## src/rtl/cpu_pkg.sv

```systemverilog
// Shared CPU definitions: ALU select codes, NZVC flag bit positions and the
// state type of the sequential multiplier.
package cpu_pkg;

    // ALU operation select codes
    localparam logic [3:0] ALU_ADD  = 4'd0;
    localparam logic [3:0] ALU_SUB  = 4'd1;
    localparam logic [3:0] ALU_AND  = 4'd2;
    localparam logic [3:0] ALU_OR   = 4'd3;
    localparam logic [3:0] ALU_XOR  = 4'd4;
    localparam logic [3:0] ALU_NOT  = 4'd5;
    localparam logic [3:0] ALU_SHL  = 4'd6;
    localparam logic [3:0] ALU_SHR  = 4'd7;
    localparam logic [3:0] ALU_ROL  = 4'd8;
    localparam logic [3:0] ALU_ROR  = 4'd9;
    localparam logic [3:0] ALU_PASS = 4'd10;
    localparam logic [3:0] ALU_INC  = 4'd11;
    localparam logic [3:0] ALU_DEC  = 4'd12;

    // Bit positions inside the ALU flag vector {N,Z,V,C}
    localparam int FLAG_N = 3;
    localparam int FLAG_Z = 2;
    localparam int FLAG_V = 1;
    localparam int FLAG_C = 0;

    // Multiplier sequencer states
    typedef enum logic [1:0] {
        IDLE = 2'd0,
        RUN  = 2'd1,
        DONE = 2'd2
    } mul_state_t;

endpackage

```

## src/rtl/alu_mul_seq.sv

```systemverilog
// Unsigned 8x8 -> 16-bit shift-add multiplier that borrows the shared
// combinational ALU for its additions, one iteration per clock.
module alu_mul_seq
    import cpu_pkg::*;
#(
    parameter int ITER = 8
) (
    input  logic        clock,
    input  logic        reset,
    input  logic        start,
    input  logic [7:0]  op_a,
    input  logic [7:0]  op_b,
    output logic        busy,
    output logic        done,
    output logic [15:0] product,
    output logic        zero,
    output logic        alu_own,
    output logic [7:0]  alu_a,
    output logic [7:0]  alu_b,
    output logic [3:0]  alu_sel,
    input  logic [7:0]  alu_result,
    input  logic [3:0]  alu_nzvc
);

    mul_state_t  state;
    logic [7:0]  m;
    logic [7:0]  hi;
    logic [7:0]  lo;
    logic [2:0]  cnt;
    logic        zero_flag;
    logic [15:0] step_next;

    // Only the carry flag matters for an unsigned add; N, Z and V are dropped.
    logic unused_flags;
    assign unused_flags = ^alu_nzvc[FLAG_N:FLAG_V];

    // The ALU always sees the accumulator high byte plus the multiplicand.
    assign alu_a   = hi;
    assign alu_b   = m;
    assign alu_sel = ALU_ADD;

    assign busy    = (state != IDLE);
    assign done    = (state == DONE);
    assign alu_own = (state == RUN);
    assign product = {hi, lo};
    assign zero    = zero_flag;

    // One shift-add step: add the multiplicand into hi when the current
    // multiplier bit is set, then shift {carry,hi,lo} right by one.
    always_comb begin
        step_next = {1'b0, hi, lo[7:1]};
        if (lo[0]) begin
            step_next = {alu_nzvc[FLAG_C], alu_result, lo[7:1]};
        end
    end

    // Sequencer state and datapath registers; reset aborts any operation.
    always_ff @(posedge clock) begin
        if (!reset) begin
            state     <= IDLE;
            m         <= 8'd0;
            hi        <= 8'd0;
            lo        <= 8'd0;
            cnt       <= 3'd0;
            zero_flag <= 1'b0;
        end else begin
            case (state)
                IDLE: begin
                    if (start) begin
                        m         <= op_a;
                        hi        <= 8'd0;
                        lo        <= op_b;
                        cnt       <= 3'd0;
                        zero_flag <= 1'b0;
                        state     <= RUN;
                    end
                end
                RUN: begin
                    {hi, lo} <= step_next;
                    cnt      <= cnt + 3'd1;
                    if (cnt == 3'(ITER - 1)) begin
                        // Zero is judged on the final product as it enters DONE
                        zero_flag <= (step_next == 16'd0);
                        state     <= DONE;
                    end
                end
                DONE: begin
                    state <= IDLE;
                end
                default: begin
                    state <= IDLE;
                end
            endcase
        end
    end

endmodule

```

## config.mk

```make
export PLATFORM = sky130hd
export DESIGN_NAME = alu_mul_seq
export DESIGN_NICKNAME = d
export VERILOG_FILES = /design/src/rtl/cpu_pkg.sv /design/src/rtl/alu_mul_seq.sv
export SDC_FILE = /design/constraint.sdc
export NUM_CORES = 1
export LEC_CHECK = 0
export BUFFER_PORTS_ARGS = -buffer_cell sky130_fd_sc_hd__buf_4
export CAP_MARGIN = 20
export CORE_UTILIZATION = 35
export CTS_BUF_LIST = sky130_fd_sc_hd__clkbuf_8
export DETAILED_ROUTE_END_ITERATION = 7
export HOLD_SLACK_MARGIN = 0.06
export PLACE_DENSITY = 0.72
export SLEW_MARGIN = 20
export SYNTH_ARGS = -nofsm -noshare
export SYNTH_HDL_FRONTEND = slang
export SYNTH_SLANG_ARGS = --single-unit
```

## constraint.sdc

```tcl
create_clock -name clock -period 1.16 [get_ports clock]
set_input_delay 0.116 -clock clock [delete_from_list [all_inputs] [get_ports clock]]
set_output_delay 0.116 -clock clock [all_outputs]
set_load 0.02 [all_outputs]
```

==> qor.yml, run 1 <==
grt:
  grt_use_total: 0.166
  gr-total-overflow: 0
  grt_pass1_vias: 1273
  grt_max_degree: 26
  grt_pass1_wl_um: 5470
  antenna_found_initial: 0
pwr:
  p_total_w: 0.00278
  swShare: 0.293
  p_switching_w: 0.000816
  ir_drop_v: 0.000689
  combPwrFrac: 0.286
  power.share.sequential: 0.414
  p_clk_frac: 0.301
  p_leak_nw: 1.10
  power.internal_w: 0.00197
  powerDensity_nw_per_um2: 1150
yosys:
  synth_cell_types: 32
  synth_top_area_frac: 0.407
  syn_area_um2: 1480
  syn_inst: 178
  avgSynthCellArea_um2: 8.29
  synth-edff-count: 0
  ys_warn_count: 0
  yosys_most_used_dff: "dfxtp_1"
  seq_area_frac_synth: 0.407
  synth_top_area_cell: "dfxtp_1"
  synth.area.top_cells: "dfxtp_1, nand2_1, buf_4"
  async_flop_share: 0
  ys_seq_elements: 30
placement:
  dp_hpwl_um: 2530
  gp_congestion: 0.844
  placedCellCount: 287
  portBuffers: 63
floorplan:
  start_util: 0.366
  die_area_um2: 4480
  die_w_um: 66.9
  rows: 23
  ios: 71
  core_area_um2: 4030
  die_y_um: 66.9
sta:
  min_period_ps: 1290
  fmax_mhz: 778
  period_share: 1.11
  rsz0062_at_grt: "yes"
  finalHoldViolCount: 0
  slew_violations: 0
  timing.final.ws_setup_ps: -126
  finClkSkew_ps: 7.09
  setup_viol: 23
setup_path:
  cpPeakStageDelay_ps: 440
  cp-end-kind: "register"
  crit_arrival_ps: 1500
  required_ps: 1370
  worstRegToRegCells: 4
  r2r_slack_ps: -130
  r2r-start: "lo[0]$_SDFFE_PN0P_"
  cpMaxStageDelayCell: "dfxtp_4"
  critPathKind: "register to register"
  worstReg2RegEnd: "zero$_SDFFE_PN0P_"
  crit_fanout: 8
  startpoint_type: "register"
  crit_chain: "mux2i_2 > nand4_1 > or2_1 > o21ai_1"
hold_path:
  hold_start: "op_a[0]"
  hold-path-cell-count: 3
  holdPathEnd: "alu_b[0]$_SDFFE_PN0P_"
  min_path_type: "input pin to register"
run:
  drv_cap: 0
clock_network:
  cts.sinks: 30
  htree_levels: 2
  clk_pin_slew_worst_paths_ps: 60
  postCtsHoldBufs: 0
  clk_latency_ps: 280
  numCtsBuffers: 5
  cts_root_buf: "clkbuf_8"
  ctsLongestPathBuffers: 2
  cts_tree: "yes"
detailed_routing:
  drt-total-wl_um: 4380
  ant_nets: 0
  wl_per_cell_um: 14.4
  via_per_inst: 5.01
  drtIter0Drc: 104
  drt_pass1_iterations: 4
  drc_errors: 0
  vias: 1523
run_status:
  status: "finished, violations left"
  violations: "negative setup slack"
layout:
  final_cell_mix: "buf_4, nand2_1, dfxtp_1"
  diodes: 0
  fin_cells: 304
  area_delta_synth_final_pct: 64.1
  final_common_cell: "buf_4"
  drive_gt1_frac: 0.476
  fin_nets: 287
  fillers: 365
area by class of cell:
| cell class | count | area [µm²] | share of cell area |
|---|---|---|---|
| repair buffers | 90 | 853 | 0.352 |
| multi-input cells | 124 | 791 | 0.327 |
| flip-flops and latches | 30 | 612 | 0.253 |
| clock buffers | 6 | 82.6 | 0.0341 |
| well taps | 50 | 62.6 | 0.0258 |
| inverters | 3 | 16.3 | 0.00672 |
| clock inverters | 1 | 3.75 | 0.00155 |
state kept, by name, indices dropped and copies added, names as in the netlist:
signal and flops:
alu_a 8, alu_b 8, state 2, lo 8, zero 1, cnt 3
worst max-delay path, delay by kind of cell, from the launching register on:
family | cells | cell delay (ps)
and+or+nand+nor | 2 | 390
DFF | 1 | 440
AOI/OAI and AO/OA | 1 | 110
muxes | 1 | 280
how the worst max path moves through the flow:
stage                     startpoint                 end  depth (start not counted)  slack (ps)
2_1_floorplan     lo[0]$_SDFFE_PN0P_  lo[7]$_SDFFE_PN0P_                          6         -50
3_3_place_gp   state[1]$_SDFFE_PN0P_  lo[0]$_SDFFE_PN0P_                          4         -70
5_1_grt        state[0]$_SDFFE_PN0P_  lo[0]$_SDFFE_PN0P_                          5        -150
3_5_place_dp   state[1]$_SDFFE_PN0P_  lo[6]$_SDFFE_PN0P_                          4        -110
6_report          lo[0]$_SDFFE_PN0P_   zero$_SDFFE_PN0P_                          4        -130
4_1_cts        state[1]$_SDFFE_PN0P_                busy                          5         -70
routing by layer:
metal | vias up | routed length, µm | track usage
li1 | 749 | - | -
met1 | 708 | 1780 | 0.191
met2 | 62 | 2270 | 0.270
met3 | 4 | 278 | 0.0497
met4 | 0 | 49 | 0.0957
met5 | - | 0 | 0
power groups by stage:
stage / clock network [W] / logic, W / registers [W]
5_1_grt: 0.000890 / 0.000843 / 0.00116
3_5_place_dp: 0 / 0.000587 / 0.00117
2_1_floorplan: 0 / 0.000310 / 0.00121
6_report: 0.000836 / 0.000795 / 0.00115
4_1_cts: 0.000851 / 0.000632 / 0.00115
3_3_place_gp: 0 / 0.000579 / 0.00117
through the flow:
| stage | setup TNS [ps] | cell area (µm²) | setup WS [ps] | hold WS, ps | util |
|---|---|---|---|---|---|
| 2_1_floorplan | -87.4 | 1500 | -48.7 | 251 | - |
| 3_5_place_dp | -1660 | 2000 | -111 | 375 | 0.496 |
| 3_3_place_gp | -768 | 2000 | -67.0 | 362 | 0.496 |
| 4_1_cts | -500 | 2180 | -65.8 | 80.6 | 0.541 |
| 6_report | -1320 | 2420 | -126 | 89.4 | 0.601 |
| 5_1_grt | -2200 | 2420 | -153 | 94.0 | 0.601 |
logic make-up after synthesis:
family,share of synthesized area
AND/OR/NAND/NOR,0.236
AO/OA/AOI/OAI,0.148
flip-flops,0.407
buffers and inverters,0.136
multiplexers,0.0543
adder cells (fa/ha/maj),0.0170
other,0.00254
cell usage after synthesis, drive strengths merged, types with 2 or more instances:
cell,instances
a31oi,7
mux2i,8
clkbuf,2
ha,2
nand2,33
nand3,5
a21oi,9
dfxtp,30
a311oi,7
a21boi,5
buf,22
nor3b,2
nor2b,2
inv,2
nor3,4
nor2,27
what timing repair did:
item	4_1_cts	5_1_grt
setup buffers	2	3
endpoints found under the setup margin	26	31
resized for setup	24	25
cloned	0	5
pin swaps	7	11
(Power assumes the default switching activity.)
==> run 2: changes to the inputs <==
Settings changed: PLACE_DENSITY 0.72 to 0.69, REMOVE_ABC_BUFFERS set to 1.
Clock period 1.16 ns to 1.2 ns, I/O delays scaled along.
==> qor.yml, run 2 (same netlist as run 1, synthesis figures left out) <==
sta:
  slew_violations: 0  # unchanged
  fmax_mhz: 798  # +2.6%
  timing.final.ws_setup_ps: -53.4  # +72.7 ps
  finalHoldViolCount: 0  # unchanged
  finClkSkew_ps: 5.29  # -1.80 ps
  rsz0062_at_grt: "yes"
  setup_viol: 13  # -43%
  period_share: 1.04  # -0.0642
  min_period_ps: 1250  # -32.7 ps
layout:
  fin_nets: 279  # -2.8%
  diodes: 0  # unchanged
  final_common_cell: "buf_4"
  drive_gt1_frac: 0.470  # -0.00674
  final_cell_mix: "buf_4, nand2_1, dfxtp_1"
  area_delta_synth_final_pct: 52.7
  finalInstanceArea_um2: 2250  # -7.0%
  fillers: 400  # +9.6%
setup_path:
  critPathTopFamily: "buffers and inverters"
  crit_arrival_ps: 1430  # -70 ps
  crit_buf_inv: 3  # +3
  crit_fanout: 8  # unchanged
  worstRegToRegCells: 7  # +3
  cpPeakStageDelay_ps: 320  # -120 ps
  cpMaxStageDelayCell: "dfxtp_2"
  crit_chain: "buf_6 > nor3b_4 > buf_4 > buf_8 > a21oi_1 > nand3_1 > o21ai_1"
  cp-end-kind: "register"
  required_ps: 1380  # about the same
  critPathKind: "register to register"
  crit_cells: 7  # +3
  startpoint_type: "register"
floorplan:
  die_w_um: 66.9  # unchanged
  rows: 23  # unchanged
  start_util: 0.366  # unchanged
  core_area_um2: 4030  # unchanged
  die_area_um2: 4480  # unchanged
  die_y_um: 66.9  # unchanged
  ios: 71  # unchanged
pwr:
  ir_drop_v: 0.000503  # -27%
  p_switching_w: 0.000768  # -5.8%
  p_total_w: 0.00261  # -6.1%
  power.share.sequential: 0.422  # +0.008
  combPwrFrac: 0.255  # -0.031
  p_leak_nw: 1.00  # -8.6%
  powerDensity_nw_per_um2: 1160  # +0.96%
  swShare: 0.294  # +0.000770
  power.internal_w: 0.00185  # -6.2%
  p_clk_frac: 0.323  # +0.022
run_status:
  status: "finished, violations left"
  violations: "negative setup slack"
detailed_routing:
  drc_errors: 0  # unchanged
  ant_nets: 0  # unchanged
  drt_pass1_iterations: 4  # unchanged
  vias: 1467  # -3.7%
  wl_per_cell_um: 12.0  # -17%
  drt-total-wl_um: 3570  # -19%
  via_per_inst: 4.94  # -1.4%
  drtIter0Drc: 54  # -48%
grt:
  grt_max_degree: 22  # -15%
  antenna_found_initial: 0  # unchanged
  grt_pass1_wl_um: 5600  # +2.4%
  grt_pass1_vias: 1230  # -3.4%
  grt_use_total: 0.170  # +0.00352
  gr-total-overflow: 0  # unchanged
clock_network:
  cts_root_buf: "clkbuf_8"
  htree_levels: 2  # unchanged
  clk_latency_ps: 280  # about the same
  cts.sinks: 30  # unchanged
  clk_pin_slew_worst_paths_ps: 70  # about the same
  cts_tree: "yes"
  ctsLongestPathBuffers: 2  # unchanged
  numCtsBuffers: 5  # unchanged
placement:
  gp_congestion: 0.745  # -12%
  portBuffers: 63  # unchanged
  placedInstanceArea_um2: 1980  # -1.1%
  dp_hpwl_um: 2560  # +1.4%
  place_ws_ps: -97.7  # +13.2 ps
run:
  drv_cap: 0  # unchanged
hold_path:
  min_path_type: "input pin to register"
  hold-path-cell-count: 3  # unchanged
run 2: cell types whose count changed in the layout (fill, tap and decap cells not counted), sizes merged:
cell | before | now
clkinv | 1 | 2
clkinvlp | 0 | 1
buf | 86 | 82
inv | 3 | 2
clkbuf | 10 | 6
run 2: stage by stage:
| step | TNS (ps) | util | hold slack [ps] | std cells |
|---|---|---|---|---|
| after floorplan | -9330 | - | 238 | 157 |
| after global placement | -239 | 0.491 | 372 | 287 |
| after detailed placement | -666 | 0.491 | 376 | 287 |
| after CTS | -366 | 0.522 | 76.2 | 295 |
| after global routing | -1600 | 0.559 | 91.2 | 297 |
| final | -299 | 0.559 | 78.0 | 297 |
run 2: area by class of cell:
cell class / instances / area, µm² / share of cell area
clock inverters: 2 / 12.5 / 0.00556
well taps: 50 / 62.6 / 0.0278
flip-flops and latches: 30 / 607 / 0.269
multi-input cells: 124 / 791 / 0.351
inverters: 3 / 16.3 / 0.00722
clock buffers: 6 / 82.6 / 0.0367
repair buffers: 82 / 681 / 0.302
run 2: path summary, 6_finish.rpt:
check / start / to / slack, ps
setup / recovery: state[1]$_SDFFE_PN0P_ / zero$_SDFFE_PN0P_ / -50
hold reg to reg: alu_b[4]$_SDFFE_PN0P_ / alu_b[4]$_SDFFE_PN0P_ / 460
setup reg to reg: state[1]$_SDFFE_PN0P_ / zero$_SDFFE_PN0P_ / -50
hold / removal: op_a[4] / alu_b[4]$_SDFFE_PN0P_ / 80
run 2: power groups by stage:
| stage | clock (W) | sequential (W) | combinational (W) |
|---|---|---|---|
| after global placement | 0 | 0.00112 | 0.000570 |
| after global routing | 0.000916 | 0.00111 | 0.000721 |
| after detailed placement | 0 | 0.00112 | 0.000577 |
| final | 0.000844 | 0.00110 | 0.000666 |
| after CTS | 0.000872 | 0.00110 | 0.000591 |
| after floorplan | 0 | 0.00119 | 0.000211 |
run 2: timing repair:
| action | in CTS | in global routing |
|---|---|---|
| setup endpoints to repair | 22 | 26 |
| pin swaps | 0 | 10 |
| hold buffers | 0 | 0 |
| buffers inserted | 0 | 2 |
| gates resized for setup | 10 | 36 |
run 2: layer usage:
metal	routed length, µm	vias to the layer above	track usage
met5	0	-	0
met4	56	0	0.0718
met3	216	7	0.0531
met2	1720	45	0.264
met1	1580	686	0.214
li1	-	729	-
run 2: worst reg2reg max path, delay by kind of cell (launching register included):
family / cells / cell delay, ps
buf+inv: 3 / 410
compound gates: 2 / 110
simple gates: 2 / 310
flops: 1 / 320
==> run 3: changes to the inputs <==
Settings changed: CAP_MARGIN 20 to unset, GPL_TIMING_DRIVEN set to 0, HOLD_SLACK_MARGIN 0.06 to 0.05.
==> qor.yml, run 3 (same netlist as run 1, synthesis figures left out) <==
layout:
  fin_nets: 277  # -0.72%
  final_cell_mix: "buf_4, nand2_1, dfxtp_1"
  final_common_cell: "buf_4"
  area_delta_synth_final_pct: 51.3
  diodes: 0  # unchanged
  finalCoreUtilization: 0.554  # -0.00497
  finalInstanceArea_um2: 2230  # -0.89%
  drive_gt1_frac: 0.469  # about the same
clock_network:
  clk_latency_ps: 280  # about the same
  clk_pin_slew_worst_paths_ps: 60  # about the same
  cts.sinks: 30  # unchanged
  cts_tree: "yes"
  cts_root_buf: "clkbuf_8"
  htree_levels: 2  # unchanged
  postCtsHoldBufs: 0  # unchanged
  ctsLongestPathBuffers: 2  # unchanged
  numCtsBuffers: 5  # unchanged
placement:
  placedInstanceArea_um2: 1840  # -7.0%
  portBuffers: 63  # unchanged
  gp_congestion: 0.705  # -5.3%
  dp_hpwl_um: 2260  # -12%
floorplan:
  core_area_um2: 4030  # unchanged
  die_w_um: 66.9  # unchanged
  rows: 23  # unchanged
  start_util: 0.366  # unchanged
  ios: 71  # unchanged
  die_area_um2: 4480  # unchanged
  die_y_um: 66.9  # unchanged
grt:
  grt_pass1_wl_um: 6020  # +7.4%
  grt_max_degree: 22  # unchanged
  grt.met2_usage: 0.287  # +0.0227
  grt_pass1_vias: 1222  # -0.65%
  grt_busiest_layer: "met2"
  antenna_found_initial: 0  # unchanged
  grt_use_total: 0.189  # +0.0190
  gr-total-overflow: 0  # unchanged
  met3_usage: 0.0428  # -0.0103
  grt_use_met1: 0.253  # +0.0392
setup_path:
  required_ps: 1380  # about the same
  critPathKind: "register to register"
  cpPeakStageDelay_ps: 370  # +50 ps
  crit_fanout: 5  # -3
  cp-end-kind: "register"
  crit_chain: "nor3b_4 > buf_6 > buf_12 > nand2_1 > a311oi_2"
  cpMaxStageDelayCell: "dfxtp_4"
  startpoint_type: "register"
  crit_arrival_ps: 1440  # about the same
detailed_routing:
  drt-total-wl_um: 4070  # +14%
  vias: 1463  # -0.27%
  wl_per_cell_um: 13.8  # +15%
  drt_pass1_iterations: 4  # unchanged
  via_per_inst: 4.96  # +0.40%
  drc_errors: 0  # unchanged
  drtIter0Drc: 53  # -1.9%
  ant_nets: 0  # unchanged
sta:
  timing.final.ws_setup_ps: -57.0  # -3.60 ps
  relSlewSlack: 0.475
  tns_ps: -568  # -269 ps
  period_share: 1.05  # +0.00300
  slew_violations: 0  # unchanged
  rsz0062_at_grt: "yes"
  setup_viol: 17  # +4
  finClkSkew_ps: 5.33  # +0.0432 ps
  holdWs_ps: 78.0  # -0.0300 ps
  fmax_mhz: 796  # -0.29%
  worstMarginPinSlew_ps: 786
  finalHoldViolCount: 0  # unchanged
  min_period_ps: 1260  # +3.60 ps
run_status:
  status: "finished, violations left"
  violations: "negative setup slack"
pwr:
  swShare: 0.286  # -0.00762
  ir_drop_v: 0.000681  # +35%
  p_clk_frac: 0.350  # +0.027
  combPwrFrac: 0.241  # -0.014
  powerDensity_nw_per_um2: 1220  # +5.1%
  p_switching_w: 0.000779  # +1.5%
  power.internal_w: 0.00194  # +5.3%
  power.share.sequential: 0.409  # -0.013
  p_leak_nw: 0.989  # -1.6%
hold_path:
  min_path_type: "input pin to register"
run:
  drv_cap: 0  # unchanged
-- run 3: through the flow --
step / worst slack [ps] / cells / power [W]
2_1_floorplan: -679 / 157 / 0.00140
3_5_place_dp: -488 / 270 / 0.00163
4_1_cts: -51.7 / 290 / 0.00269
5_1_grt: -109 / 295 / 0.00284
6_report: -57.0 / 295 / 0.00272
3_3_place_gp: -960 / 270 / 0.00163
-- run 3: final cells by class --
type                            instances  area, µm²
Tap cell                               50       62.6
Timing Repair Buffer                   78        632
Sequential cell                        30        613
Inverter                                3       16.3
Clock buffer                            8        110
Multi-Input combinational cell        126        798
Fill cell                             398       1800
-- run 3: what timing repair did --
action | 4_1_cts | 5_1_grt
setup buffers | 9 | 6
gates cloned | 3 | 0
resized for setup | 24 | 18
pin swaps | 6 | 8
endpoints found under the setup margin | 32 | 25
-- run 3: power groups by stage --
stage	Combinational (W)	Clock (W)	Sequential, W
global placement	0.000489	0	0.00114
floorplan	0.000211	0	0.00119
CTS	0.000610	0.000968	0.00111
finish	0.000656	0.000953	0.00111
global route	0.000705	0.00102	0.00112
detailed placement	0.000495	0	0.00114
-- run 3: per-layer routing --
metal  vias up  part of all wire
li1        728                 -
met1       683              0.47
met2        46              0.46
met3         6             0.053
met4         0             0.013
met5         -                 0
-- run 3: critical path: cells and delay by family, from the launching register on --
| kind | cells | cell delay [ps] |
|---|---|---|
| buffers and inverters | 2 | 260 |
| AOI/OAI and AO/OA | 1 | 230 |
| and+or+nand+nor | 2 | 280 |
| DFF | 1 | 370 |
-- run 3: final timing paths --
kind	startpoint	endpoint	slack, ps	cells past startpoint
setup / recovery	state[0]$_SDFFE_PN0P_	lo[4]$_SDFFE_PN0P_	-60	5
hold / removal	op_a[6]	alu_b[6]$_SDFFE_PN0P_	80	3
setup reg to reg	state[0]$_SDFFE_PN0P_	lo[4]$_SDFFE_PN0P_	-60	5
hold reg to reg	alu_b[1]$_SDFFE_PN0P_	alu_b[1]$_SDFFE_PN0P_	450	2
